`config.mk`:
```
export PLATFORM = sky130hd
export DESIGN_NAME = otter_intr_ctrl
export DESIGN_NICKNAME = d
export VERILOG_FILES = /design/src/rtl/otter_intr_pkg.sv /design/src/rtl/otter_irq_sync.sv /design/src/rtl/otter_intr_ctrl.sv
export SDC_FILE = /design/constraint.sdc
export NUM_CORES = 1
export LEC_CHECK = 0
export BUFFER_PORTS_ARGS = -buffer_cell sky130_fd_sc_hd__buf_2
export CORE_MARGIN = 8
export CORE_UTILIZATION = 45
export CTS_BUF_LIST = sky130_fd_sc_hd__clkbuf_4
export CTS_CLUSTER_DIAMETER = 150
export CTS_CLUSTER_SIZE = 10
export DETAILED_ROUTE_END_ITERATION = 16
export GPL_ROUTABILITY_DRIVEN = 0
export GPL_TIMING_DRIVEN = 0
export PLACE_DENSITY = 0.77
export RECOVER_POWER = 50
export SYNTH_ARGS = -nofsm -noshare
export SYNTH_HDL_FRONTEND = slang
export SYNTH_SLANG_ARGS = --single-unit
```
`constraint.sdc`:
```
create_clock -name CLK -period 6.05 [get_ports CLK]
set_clock_uncertainty 0.2 [all_clocks]
set_input_delay 1.21 -clock CLK [delete_from_list [all_inputs] [get_ports CLK]]
set_output_delay 1.21 -clock CLK [all_outputs]
set_load 0.005 [all_outputs]
```
`src/rtl/otter_intr_pkg.sv`:
```
// Shared constants for the OTTER interrupt controller register window.
package otter_intr_pkg;
  localparam logic [2:0]  OFS_PENDING = 3'd0;
  localparam logic [2:0]  OFS_ENABLE  = 3'd1;
  localparam logic [2:0]  OFS_MODE    = 3'd2;
  localparam logic [2:0]  OFS_ID      = 3'd3;
  localparam logic [2:0]  OFS_GEN     = 3'd4;
  localparam logic [31:0] ID_NONE     = 32'h0000_001F;
  localparam int          MAX_CH      = 32;
endpackage

```
`src/rtl/otter_irq_sync.sv`:
```
// Per-channel input synchroniser with one extra history flop for rise detect.
module otter_irq_sync #(
  parameter int SYNC_STAGES = 2
) (
  input  logic clk,
  input  logic rst_n,
  input  logic irq,
  output logic sync,
  output logic rise
);
  logic [SYNC_STAGES-1:0] chain;
  logic                   prev;

  // Shift the async line through the flop chain; prev trails the last stage.
  always_ff @(posedge clk) begin
    if (!rst_n) begin
      chain <= '0;
      prev  <= 1'b0;
    end else begin
      chain <= {chain[SYNC_STAGES-2:0], irq};
      prev  <= chain[SYNC_STAGES-1];
    end
  end

  assign sync = chain[SYNC_STAGES-1];
  assign rise = sync & ~prev;
endmodule

```
`src/rtl/otter_intr_ctrl.sv`:
```
// Multi-channel interrupt controller feeding OTTER_MCU INTR over the IOBUS.
module otter_intr_ctrl
  import otter_intr_pkg::*;
#(
  parameter int          NUM_CH      = 8,
  parameter logic [31:0] BASE_ADDR   = 32'h1100_0100,
  parameter int          SYNC_STAGES = 2
) (
  input  logic              CLK,
  input  logic              RST_N,
  input  logic [NUM_CH-1:0] IRQ_IN,
  input  logic [31:0]       IOBUS_ADDR,
  input  logic [31:0]       IOBUS_OUT,
  input  logic              IOBUS_WR,
  output logic [31:0]       RDATA,
  output logic              SEL,
  output logic              INTR
);
  logic [NUM_CH-1:0] sync, rise;
  logic [NUM_CH-1:0] pending, enable, mode, pend_nxt, w1c, pe;
  logic              gen;
  logic [2:0]        ofs;
  logic              wr;
  logic              id_valid;
  logic [4:0]        id_idx;
  logic [31:0]       id_val;
  logic              unused_bits;

  otter_irq_sync #(.SYNC_STAGES(SYNC_STAGES)) u_sync [NUM_CH-1:0] (
    .clk   (CLK),
    .rst_n (RST_N),
    .irq   (IRQ_IN),
    .sync  (sync),
    .rise  (rise)
  );

  assign SEL = (IOBUS_ADDR[31:5] == BASE_ADDR[31:5]);
  assign ofs = IOBUS_ADDR[4:2];
  assign wr  = IOBUS_WR & SEL;
  assign w1c = (wr && ofs == OFS_PENDING) ? IOBUS_OUT[NUM_CH-1:0] : '0;
  assign pe  = pending & enable;

  // Byte lane bits and upper write data beyond NUM_CH carry no meaning here.
  assign unused_bits = ^{IOBUS_ADDR[1:0], IOBUS_OUT};

  // Next pending: level channels follow sync; edge channels latch rises, set beats clear.
  always_comb begin
    pend_nxt = '0;
    for (int i = 0; i < NUM_CH; i++)
      pend_nxt[i] = mode[i] ? (rise[i] | (pending[i] & ~w1c[i])) : sync[i];
  end

  // Register file, pending latch and registered interrupt output.
  always_ff @(posedge CLK) begin
    if (!RST_N) begin
      pending <= '0;
      enable  <= '0;
      mode    <= '0;
      gen     <= 1'b0;
      INTR    <= 1'b0;
    end else begin
      pending <= pend_nxt;
      if (wr && ofs == OFS_ENABLE) enable <= IOBUS_OUT[NUM_CH-1:0];
      if (wr && ofs == OFS_MODE)   mode   <= IOBUS_OUT[NUM_CH-1:0];
      if (wr && ofs == OFS_GEN)    gen    <= IOBUS_OUT[0];
      INTR <= gen & (|pe);
    end
  end

  // Lowest-numbered pending-and-enabled channel wins the ID.
  always_comb begin
    id_valid = 1'b0;
    id_idx   = 5'd0;
    for (int i = NUM_CH - 1; i >= 0; i--) begin
      if (pe[i]) begin
        id_valid = 1'b1;
        id_idx   = 5'(i);
      end
    end
    id_val = id_valid ? {1'b1, 26'b0, id_idx} : ID_NONE;
  end

  // Combinational read mux; outside the window or unmapped reads 0.
  always_comb begin
    RDATA = 32'h0;
    if (SEL) begin
      case (ofs)
        OFS_PENDING: RDATA = 32'(pending);
        OFS_ENABLE:  RDATA = 32'(enable);
        OFS_MODE:    RDATA = 32'(mode);
        OFS_ID:      RDATA = id_val;
        OFS_GEN:     RDATA = {31'b0, gen};
        default:     RDATA = 32'h0;
      endcase
    end
  end
endmodule

```
Word-level counts from Yosys, hierarchy flattened

Cells that the tools add are included.

Eq/ne operators: 5
Mux-type cells: 28
Bitwise logic cells: 43
Reductions and logical operators: 6

Operators with widths:

| kind                   | count |
|---|---|
| $pmux W32 S5           | 1 |
| $mux W32               | 2 |
| $mux W5                | 7 |
| $eq A27 B24 Y1 const B | 1 |
| $and A1 B1 Y1          | 18 |
| $mux W1                | 16 |
| $not A1 Y1             | 16 |
| $and A8 B8 Y8          | 1 |
| $mux W8                | 1 |
| $or A1 B1 Y1           | 8 |
| $reduce_or A8 Y1       | 1 |
| $eq A3 B2 Y1 const B   | 2 |
| $logic_and A1 B1 Y1    | 4 |
| $eq A3 B1 Y1 const B   | 1 |
| $eq A3 B3 Y1 const B   | 1 |
| $logic_not A3 Y1       | 1 |
| $mux W3                | 1 |

Register bits: 50
Input bits: 75
Output and inout port bits: 34
Word-level logic and storage cells: 103

Longest topological paths before layout

Gate-level depths: netlist of run 1.

Word-level depth: 12
Gate-level depth with buffers: 7
Gate-level depth less buffers: 6

Hierarchy

From an unflattened synthesis of run 1, not the netlist that was laid out.

Cell total of the unflattened synthesis: 286
Area total of the unflattened synthesis: 2606.2 sq um

Modules (own cells, without submodules):

| module          | times used | cells each | area each (sq um) | seq. area each (sq um) |
|---|---|---|---|---|
| otter_intr_ctrl | 1          | 230        | 1865.5            | 520.5 |
| otter_irq_sync  | 8          | 7          | 92.6              | 60.1 |

Worst setup path before layout of run 1

Ideal clock, no wire load.

Path kind: input port to output port
From: input IOBUS_ADDR[10]
To: output RDATA[0]
Arrival time: 2.506 ns
Data required time: 4.640 ns
Path slack: 2.134 ns
Stages: 7
Buffers on the path: 1
Cells stage by stage: nor4b_2 nand4_2 or2_1 clkbuf_1 inv_2 nand2_1 a41oi_1

Word-level cells in the longest chain between the ends: 2

RTL lines:

| item           | line                  | source |
|---|---|---|
| from (decl)    | otter_intr_ctrl.sv:12 | `input logic [31:0] IOBUS_ADDR,` |
| $eq A27 B24 Y1 | otter_intr_ctrl.sv:37 | `assign SEL = (IOBUS_ADDR[31:5] == BASE_ADDR[31:5]);` |
| named net SEL  | otter_intr_ctrl.sv:16 | `output logic SEL,` |
| $mux W32       | otter_intr_ctrl.sv:86 | `if (SEL) begin` |
| to (decl)      | otter_intr_ctrl.sv:15 | `output logic [31:0] RDATA,` |

The timed path passes the listed nets, and every way through them passes these cells.

Worst setup path in the final report of run 1

From: input IOBUS_ADDR[10]
To: output RDATA[0]

Word-level cells in the longest chain between the ends: 2

RTL lines:

| item           | line |
|---|---|
| $eq A27 B24 Y1 | otter_intr_ctrl.sv:37 |
| $mux W32       | otter_intr_ctrl.sv:86 |

No other way between the ends.

==> results of run 1 <==
## critical path, stage by stage
cell and delay (ns):
buf_2 0.10, nor4b_1 0.29, nand4_1 0.24, or2_1 0.28, clkbuf_1 0.19, inv_2 0.11
nand2_1 0.14, a41oi_1 0.26, buf_2 0.16
## area by class of cell
| cell class | count | area share [%] |
|---|---|---|
| Sequential cell | 50 | 34.3 |
| Tap cell | 70 | 3.00 |
| Timing Repair Buffer | 58 | 9.91 |
| Inverter | 1 | 0.129 |
| Clock buffer | 6 | 1.54 |
| Multi-Input combinational cell | 208 | 43.6 |
| Buffer | 33 | 7.20 |
| Clock inverter | 2 | 0.300 |
## cells in the mapped netlist (2+ instances only)
cell type | count | area share (%)
a21oi_1 | 8 | 1.6
a22oi_1 | 2 | 0.62
a2bb2oi_1 | 2 | 0.72
a31oi_1 | 9 | 2.3
and2_1 | 24 | 6.2
buf_4 | 23 | 7.1
clkbuf_1 | 9 | 1.4
dfxtp_1 | 50 | 41
mux2i_1 | 25 | 10
nand2_1 | 46 | 7.1
nand2b_1 | 2 | 0.52
nand4_1 | 2 | 0.52
nand4_2 | 2 | 1.0
nor2_1 | 17 | 2.6
nor2b_1 | 17 | 4.4
nor3_1 | 5 | 1.0
nor4_2 | 3 | 1.5
nor4_4 | 3 | 2.6
nor4b_2 | 2 | 1.2
o21a_1 | 2 | 0.62
o21ai_0 | 2 | 0.41
## metrics by stage
step	worst slack, ns	instance area (um2)	utilization (%)
detailed placement	1.68	2890	55.9
floorplan	2.13	2510	-
CTS	1.68	2940	56.9
finish	1.65	2920	56.4
global route	1.48	2920	56.4
global placement	1.73	2890	55.9
## report_power, final
part	internal [mW]	switching, mW
logic	0.0326	0.0305
clock network	0.0484	0.0989
registers	0.337	0.00342
## path summary, 6_finish.rpt
kind | start | to | slack (ns) | depth (start not counted)
max | IOBUS_ADDR[10] | RDATA[0] | 1.65 | 9
min | u_sync[2].chain[0] | u_sync[2].chain[1] | 0.25 | 1
max reg2reg | pending[3] | INTR | 4.67 | 4
min reg2reg | u_sync[2].chain[0] | u_sync[2].chain[1] | 0.25 | 1
## cell families (layout without fill, tap and decap cells)
kind of cell | Yosys count | after routing
simple gates | 130 | 130
flops | 50 | 50
buf+inv | 34 | 100
compound gates | 30 | 30
mux | 25 | 25
other cells | 1 | 23
## flip-flops by register name, indices dropped and copies added, names as in the netlist
signal and flops:
INTR 1, enable 8, gen 1, mode 8, pending 8, u_sync.chain 16, u_sync.prev 8
## cells in the final DEF (no fill, tap or decap), drive strengths merged, types with 9 or more instances in the layout
master  synthesis  routed
and2           24      24
dfxtp          50      50
a31oi           9       9
buf            24      81
conb            1      23
clkbuf          9      16
nor2b          17      17
nand2          46      46
nor2           17      17
mux2i          25      25
## per-layer routing
| metal | track usage [%] | vias to the layer above | routed length, um | part of all wire [%] |
|---|---|---|---|---|
| li1 | - | 1046 | - | - |
| met1 | 16.9 | 950 | 2450 | 42 |
| met2 | 24.2 | 80 | 2510 | 43 |
| met3 | 5.24 | 10 | 731 | 13 |
| met4 | 5.89 | 0 | 105 | 1.8 |
| met5 | 0 | - | 0 | 0 |
==> impl_metrics.json, run 1 <==
{
  "drt_iter0_drc": 121,
  "clk_pin_slew_ns": 0.13,
  "fin_cells": 428,
  "area_delta_synth_final_pct": 20.1,
  "num_rows": 26,
  "first_pass_iters": 4,
  "grt_pass1_vias": 1968,
  "clock_latency_ns": 0.36,
  "routed_wl_um": 5810,
  "die_w_um": 89.5,
  "cp_data_required_time_ns": 4.64,
  "dp.cells": 420,
  "hold_slack_ns": 0.246,
  "drive_above_1_share_pct": 27.1,
  "rsz0062_at_grt": "false",
  "max_slew_margin_pct": -0.942,
  "dp_hpwl_um": 4550,
  "num_antenna_cells": 0,
  "cts_sinks": 50,
  "io_buffers": 58,
  "cts_buffers": 5,
  "drc": 0,
  "cts.path.max_buffers": 2,
  "synth-compound-area-share_pct": 8.19,
  "hold_path.class": "reg -> reg",
  "drv_slew": 9,
  "worstPathMaxFanout": 6,
  "grt_max_degree": 15,
  "netlist_area_um2": 2430,
  "synth_top_family_by_area": "simple AND/OR/NAND/NOR gates",
  "avgSynthCellArea_um2": 8.99,
  "start_kind": "input pin",
  "cts_resized": 0,
  "ioPinCount": 109,
  "core_area_um2": 5170,
  "synth_top_flop_cell": "dfxtp_1",
  "ys_ff_latch": 50,
  "cp.arrival_ns": 2.99,
  "die-area_um2": 8000,
  "num_vias": 2086,
  "cts-root-buf": "clkbuf_4",
  "run_status": "complete, but fails checks",
  "violations": "max-capacitance violations, max-slew violations",
  "synth_xor_area_share_pct": 0,
  "postRouteAntennaNets": 0,
  "min_period_ns": 4.40,
  "synth_simple_gate_area_share_pct": 31.3,
  "synth_fa_ha_area_share_pct": 0,
  "async_flop_share_pct": 0,
  "setup_violations": 0,
  "yosysSeqAreaShare_pct": 41.2,
  "synth_edf_count": 0,
  "vdd_drop_max_v": 0.000161,
  "tightest_slew_ns": 1.50,
  "synthMuxAreaShare_pct": 10.3,
  "design.final.nets": 432,
  "end_kind": "primary output",
  "grtUsageTotal_pct": 14.7,
  "ctsHoldBuffers": 0,
  "multi_input_area_um2": 1270,
  "yosysUniqueCellTypes": 36,
  "p_per_area_nw_per_um2": 189,
  "post-cts-setup-buffer-count": 0,
  "clock.fmax_mhz": 227,
  "max-cap-violations": 1,
  "finalSetupTns_ns": 0,
  "drt-vias-per-instance": 4.87,
  "grt_pass1_wl_um": 9110,
  "hold_viol": 0,
  "p_leak_nw": 1.26,
  "cts_tree": "yes",
  "synthCells": 270,
  "die_height_um": 89.5,
  "fillers": 482,
  "routedWlPerCell_um": 13.6,
  "power_mw": 0.551,
  "antenna_found_initial": 0,
  "seqCellArea_um2": 1000,
  "cts.htree.levels": 2,
  "start_util_pct": 47.0,
  "yosys_warnings": 0,
  "fin_crit_sh_pct": 72.7,
  "crit_type": "in -> out",
  "overflow": 0
}
Note: power is estimated with default switching activity, not from simulation.
==> run 2, diff against run 1 <==
--- a/config.mk
+++ b/config.mk
@@ -7,14 +7,14 @@
 export LEC_CHECK = 0
 export BUFFER_PORTS_ARGS = -buffer_cell sky130_fd_sc_hd__buf_2
 export CORE_MARGIN = 8
-export CORE_UTILIZATION = 45
+export CORE_UTILIZATION = 44
 export CTS_BUF_LIST = sky130_fd_sc_hd__clkbuf_4
 export CTS_CLUSTER_DIAMETER = 150
 export CTS_CLUSTER_SIZE = 10
 export DETAILED_ROUTE_END_ITERATION = 16
 export GPL_ROUTABILITY_DRIVEN = 0
 export GPL_TIMING_DRIVEN = 0
-export PLACE_DENSITY = 0.77
+export PLACE_DENSITY = 0.78
 export RECOVER_POWER = 50
 export SYNTH_ARGS = -nofsm -noshare
 export SYNTH_HDL_FRONTEND = slang
==> constraint.sdc (replaced) <==
create_clock -name CLK -period 3.8 [get_ports CLK]
set_clock_uncertainty 0.2 [all_clocks]
set_input_delay 0.76 -clock CLK [delete_from_list [all_inputs] [get_ports CLK]]
set_output_delay 0.76 -clock CLK [all_outputs]
set_load 0.005 [all_outputs]
==> impl_metrics.json, run 2 (synthesized netlist as in run 1, its figures left out) <==
{
  "p_leak_nw": 1.26,
  "grt_pass1_vias": 1989,
  "cp.arrival_ns": 2.41,
  "cts_sinks": 50,
  "die-area_um2": 8150,
  "first_pass_iters": 5,
  "hold_slack_ns": 0.250,
  "design.final.nets": 432,
  "start_util_pct": 44.9,
  "largest_register": "u_sync.chain",
  "cts_tree": "yes",
  "ioPinCount": 109,
  "largest_reg_flops": 16,
  "fin_ws_ns": 0.425,
  "fin_crit_sh_pct": 88.8,
  "hold_path.class": "reg -> reg",
  "max_slew_margin_pct": 2.64,
  "drt_iter0_drc": 94,
  "routed_wl_um": 5620,
  "tightest_slew_ns": 1.45,
  "drive_above_1_share_pct": 27.4,
  "start_kind": "input pin",
  "clk_pin_slew_ns": 0.14,
  "routedWlPerCell_um": 13.1,
  "vdd_drop_max_v": 0.000242,
  "grt_max_degree": 17,
  "hold_viol": 0,
  "num_vias": 2052,
  "run_status": "complete, no violations",
  "cts_resized": 0,
  "rsz0062_at_grt": "false",
  "min_period_ns": 3.37,
  "end_kind": "primary output",
  "ctsHoldBuffers": 0,
  "clock_latency_ns": 0.36,
  "dp_hpwl_um": 4460,
  "num_rows": 27,
  "area_delta_synth_final_pct": 21.4,
  "worstPathMaxFanout": 6,
  "power_mw": 0.947,
  "drv_slew": 0,
  "cts.htree.levels": 2,
  "final_cell_mix": "buf_2 (57), dfxtp_1 (50), nand2_1 (46)",
  "fillers": 525,
  "postRouteAntennaNets": 0,
  "clock.fmax_mhz": 296,
  "drt-vias-per-instance": 4.77,
  "mostFrequentLayoutCell": "buf_2",
  "multi_input_area_um2": 1270,
  "post-cts-setup-buffer-count": 0,
  "cp_data_required_time_ns": 2.84,
  "die_w_um": 90.3,
  "overflow": 0,
  "num_antenna_cells": 0,
  "grt_pass1_wl_um": 9540,
  "core_area_um2": 5410,
  "crit_type": "in -> out",
  "cts_buffers": 5,
  "grtUsageTotal_pct": 13.9,
  "antenna_found_initial": 0,
  "p_per_area_nw_per_um2": 321,
  "die_height_um": 90.3,
  "setup_violations": 0,
  "drc": 0,
  "cts-root-buf": "clkbuf_4",
  "finalSetupTns_ns": 0,
  "cts.path.max_buffers": 2,
  "seqCellArea_um2": 1000,
  "io_buffers": 58,
  "pre_cts_slack_ns": 0.402,
  "max-cap-violations": 0
}
==> run 2: worst paths after layout <==
kind / slack (ns) / end / startpoint / cells after the start
max: 0.43 / RDATA[0] / IOBUS_ADDR[15] / 9
min: 0.25 / u_sync[6].chain[1] / u_sync[6].chain[0] / 1
max reg2reg: 2.44 / INTR / pending[3] / 4
min reg2reg: 0.25 / u_sync[6].chain[1] / u_sync[6].chain[0] / 1
==> run 2: per-layer routing <==
metal	up-vias	GRT usage, %	share of wire, %
met3	5	5.40	7.9
li1	1050	-	-
met1	922	16.6	47
met5	-	0	0
met2	75	22.7	44
met4	0	3.47	0.80
==> run 2: area by class of cell <==
| cell class | instances | share of cell area, % |
|---|---|---|
| well taps | 72 | 3.05 |
| repair buffers | 58 | 9.80 |
| clock inverters | 3 | 1.53 |
| inverters | 1 | 0.127 |
| flip-flops and latches | 50 | 33.9 |
| multi-input cells | 208 | 43.1 |
| plain buffers | 33 | 7.13 |
| clock buffers | 5 | 1.27 |
==> run 2: worst max-delay path: stages <==
cell	delay [ns]
buf_2	0.10
nor4_1	0.26
nand4_1	0.25
or2_1	0.28
clkbuf_1	0.19
inv_2	0.11
nand2_1	0.12
a41oi_1	0.19
buf_2	0.15
==> run 2: power by group <==
part / internal, mW / leakage, nW / switching, mW
Clock: 0.138 / 0.0374 / 0.167
Combinational: 0.0519 / 0.817 / 0.0480
Sequential: 0.537 / 0.407 / 0.00541
Total: 0.727 / 1.26 / 0.221
==> run 2: through the flow <==
stage	instance area [um2]	utilization [%]	instances
6_report	2950	54.6	430
5_1_grt	2950	54.6	430
4_1_cts	2970	55.0	430
3_5_place_dp	2890	53.5	422
3_3_place_gp	2890	53.5	422
2_1_floorplan	2510	-	292
==> run 3, diff against run 2 <==
--- a/config.mk
+++ b/config.mk
@@ -5,8 +5,7 @@
 export SDC_FILE = /design/constraint.sdc
 export NUM_CORES = 1
 export LEC_CHECK = 0
-export BUFFER_PORTS_ARGS = -buffer_cell sky130_fd_sc_hd__buf_2
-export CORE_MARGIN = 8
+export BUFFER_PORTS_ARGS = -buffer_cell sky130_fd_sc_hd__buf_4
 export CORE_UTILIZATION = 44
 export CTS_BUF_LIST = sky130_fd_sc_hd__clkbuf_4
 export CTS_CLUSTER_DIAMETER = 150
==> impl_metrics.json, run 3 (synthesized netlist as in run 1, its figures left out) <==
{
  "fin_crit_sh_pct": 90.5,
  "fillers": 489,
  "die-area_um2": 5820,
  "ctsHoldBuffers": 0,
  "cts.path.max_buffers": 2,
  "start_kind": "input pin",
  "drt_iter0_drc": 155,
  "hold_path.class": "reg -> reg",
  "routedWlPerCell_um": 12.0,
  "p_leak_nw": 1.30,
  "cp.arrival_ns": 2.48,
  "design.final.nets": 432,
  "finalSetupTns_ns": 0,
  "wl_met3_um": 435,
  "drv_slew": 9,
  "grt_pass1_vias": 1826,
  "min_from": "u_sync[6].chain[0]",
  "grt_pass1_wl_um": 8420,
  "cts_buffers": 5,
  "crit_family": "simple AND/OR/NAND/NOR gates",
  "first_pass_iters": 4,
  "max_slew_margin_pct": -9.43,
  "rsz0062_at_grt": "false",
  "num_antenna_cells": 0,
  "setup_violations": 0,
  "ioPinCount": 109,
  "mostFrequentLayoutCell": "buf_4",
  "hold_viol": 0,
  "clock_latency_ns": 0.37,
  "hold_depth": 1,
  "met2WireLength_um": 2300,
  "cts_resized": 0,
  "run_status": "complete, but fails checks",
  "tightest_slew_ns": 1.63,
  "clock.fmax_mhz": 291,
  "wl_met1_um": 2340,
  "num_rows": 26,
  "start_util_pct": 46.7,
  "worstPathMaxFanout": 6,
  "die_w_um": 76.3,
  "crit_buf_inv": 4,
  "cp_data_required_time_ns": 2.84,
  "area_delta_synth_final_pct": 26.9,
  "top_layer": "met4",
  "violations": "max-capacitance violations, max-slew violations",
  "cp_cell_sequence": "clkbuf_4 > nor4_1 > nand4_1 > or2_1 > clkbuf_1 > inv_2 > nand2_1 > a41oi_1 > buf_4",
  "io_buffers": 58,
  "vdd_drop_max_v": 0.000243,
  "critPathSlowestCell": "nor4_1",
  "largest_register": "u_sync.chain",
  "post-cts-setup-buffer-count": 0,
  "crit_type": "in -> out",
  "cts.htree.levels": 2,
  "cts-root-buf": "clkbuf_4",
  "die_height_um": 76.3,
  "grtUsageTotal_pct": 18.0,
  "p_per_area_nw_per_um2": 307,
  "cts_sinks": 50,
  "dp_hpwl_um": 3840,
  "r2r_cells": 4,
  "clk_pin_slew_ns": 0.14,
  "r2r_start": "pending[3]",
  "end_kind": "primary output",
  "hold_slack_ns": 0.236,
  "cts_tree": "yes",
  "max-cap-violations": 1,
  "r2r_slack_ns": 2.42,
  "grt_max_degree": 15,
  "antenna_found_initial": 0,
  "r2r_end": "INTR",
  "final_cell_mix": "buf_4 (79), dfxtp_1 (50), nand2_1 (46)",
  "overflow": 0,
  "routed_wl_um": 5130,
  "min_period_ns": 3.44,
  "max_stage_delay_ns": 0.29,
  "whs_endpoint": "u_sync[6].chain[1]",
  "drive_above_1_share_pct": 27.2,
  "num_vias": 2024,
  "post-route-util_pct": 59.2,
  "drt-vias-per-instance": 4.74,
  "drc": 0,
  "postRouteAntennaNets": 0,
  "core_area_um2": 5200,
  "largest_reg_flops": 16
}
## run 3: worst max-delay path by stage
stage              startpoint       end  cells past startpoint
5_1_grt        IOBUS_ADDR[15]  RDATA[0]                      9
6_report       IOBUS_ADDR[15]  RDATA[0]                      9
3_3_place_gp   IOBUS_ADDR[10]  RDATA[0]                      9
3_5_place_dp   IOBUS_ADDR[15]  RDATA[0]                      9
4_1_cts        IOBUS_ADDR[15]  RDATA[0]                      9
2_1_floorplan  IOBUS_ADDR[10]  RDATA[0]                      7
## run 3: area by class of cell
cell class / count / area, um2 / share of cell area (%)
Buffer: 33 / 210 / 6.82
Tap cell: 70 / 87.6 / 2.84
Sequential cell: 50 / 1000 / 32.5
Multi-Input combinational cell: 208 / 1270 / 41.3
Clock inverter: 2 / 33.8 / 1.10
Timing Repair Buffer: 58 / 435 / 14.1
Inverter: 1 / 3.75 / 0.122
Clock buffer: 5 / 37.5 / 1.22
## run 3: power by group
group	internal, mW	leakage (nW)	total (mW)	switching, mW
sequential	0.537	0.407	0.542	0.00527
combinational	0.0650	0.853	0.113	0.0475
clock	0.133	0.0387	0.290	0.157
## run 3: through the flow
stage,cell area (um2),cells,power (mW),setup slack (ns)
6_report,3080,427,0.945,0.360
5_1_grt,3080,427,0.988,0.211
4_1_cts,3110,427,0.952,0.383
3_5_place_dp,3030,420,0.667,0.387
3_3_place_gp,3030,420,0.665,0.371
2_1_floorplan,2510,292,0.611,0.784
## run 3: per-layer routing
| metal | track usage (%) | up-vias |
|---|---|---|
| met2 | 29.9 | 75 |
| met1 | 22.3 | 898 |
| met4 | 4.62 | 0 |
| met5 | 0 | - |
| met3 | 5.87 | 6 |
| li1 | - | 1045 |
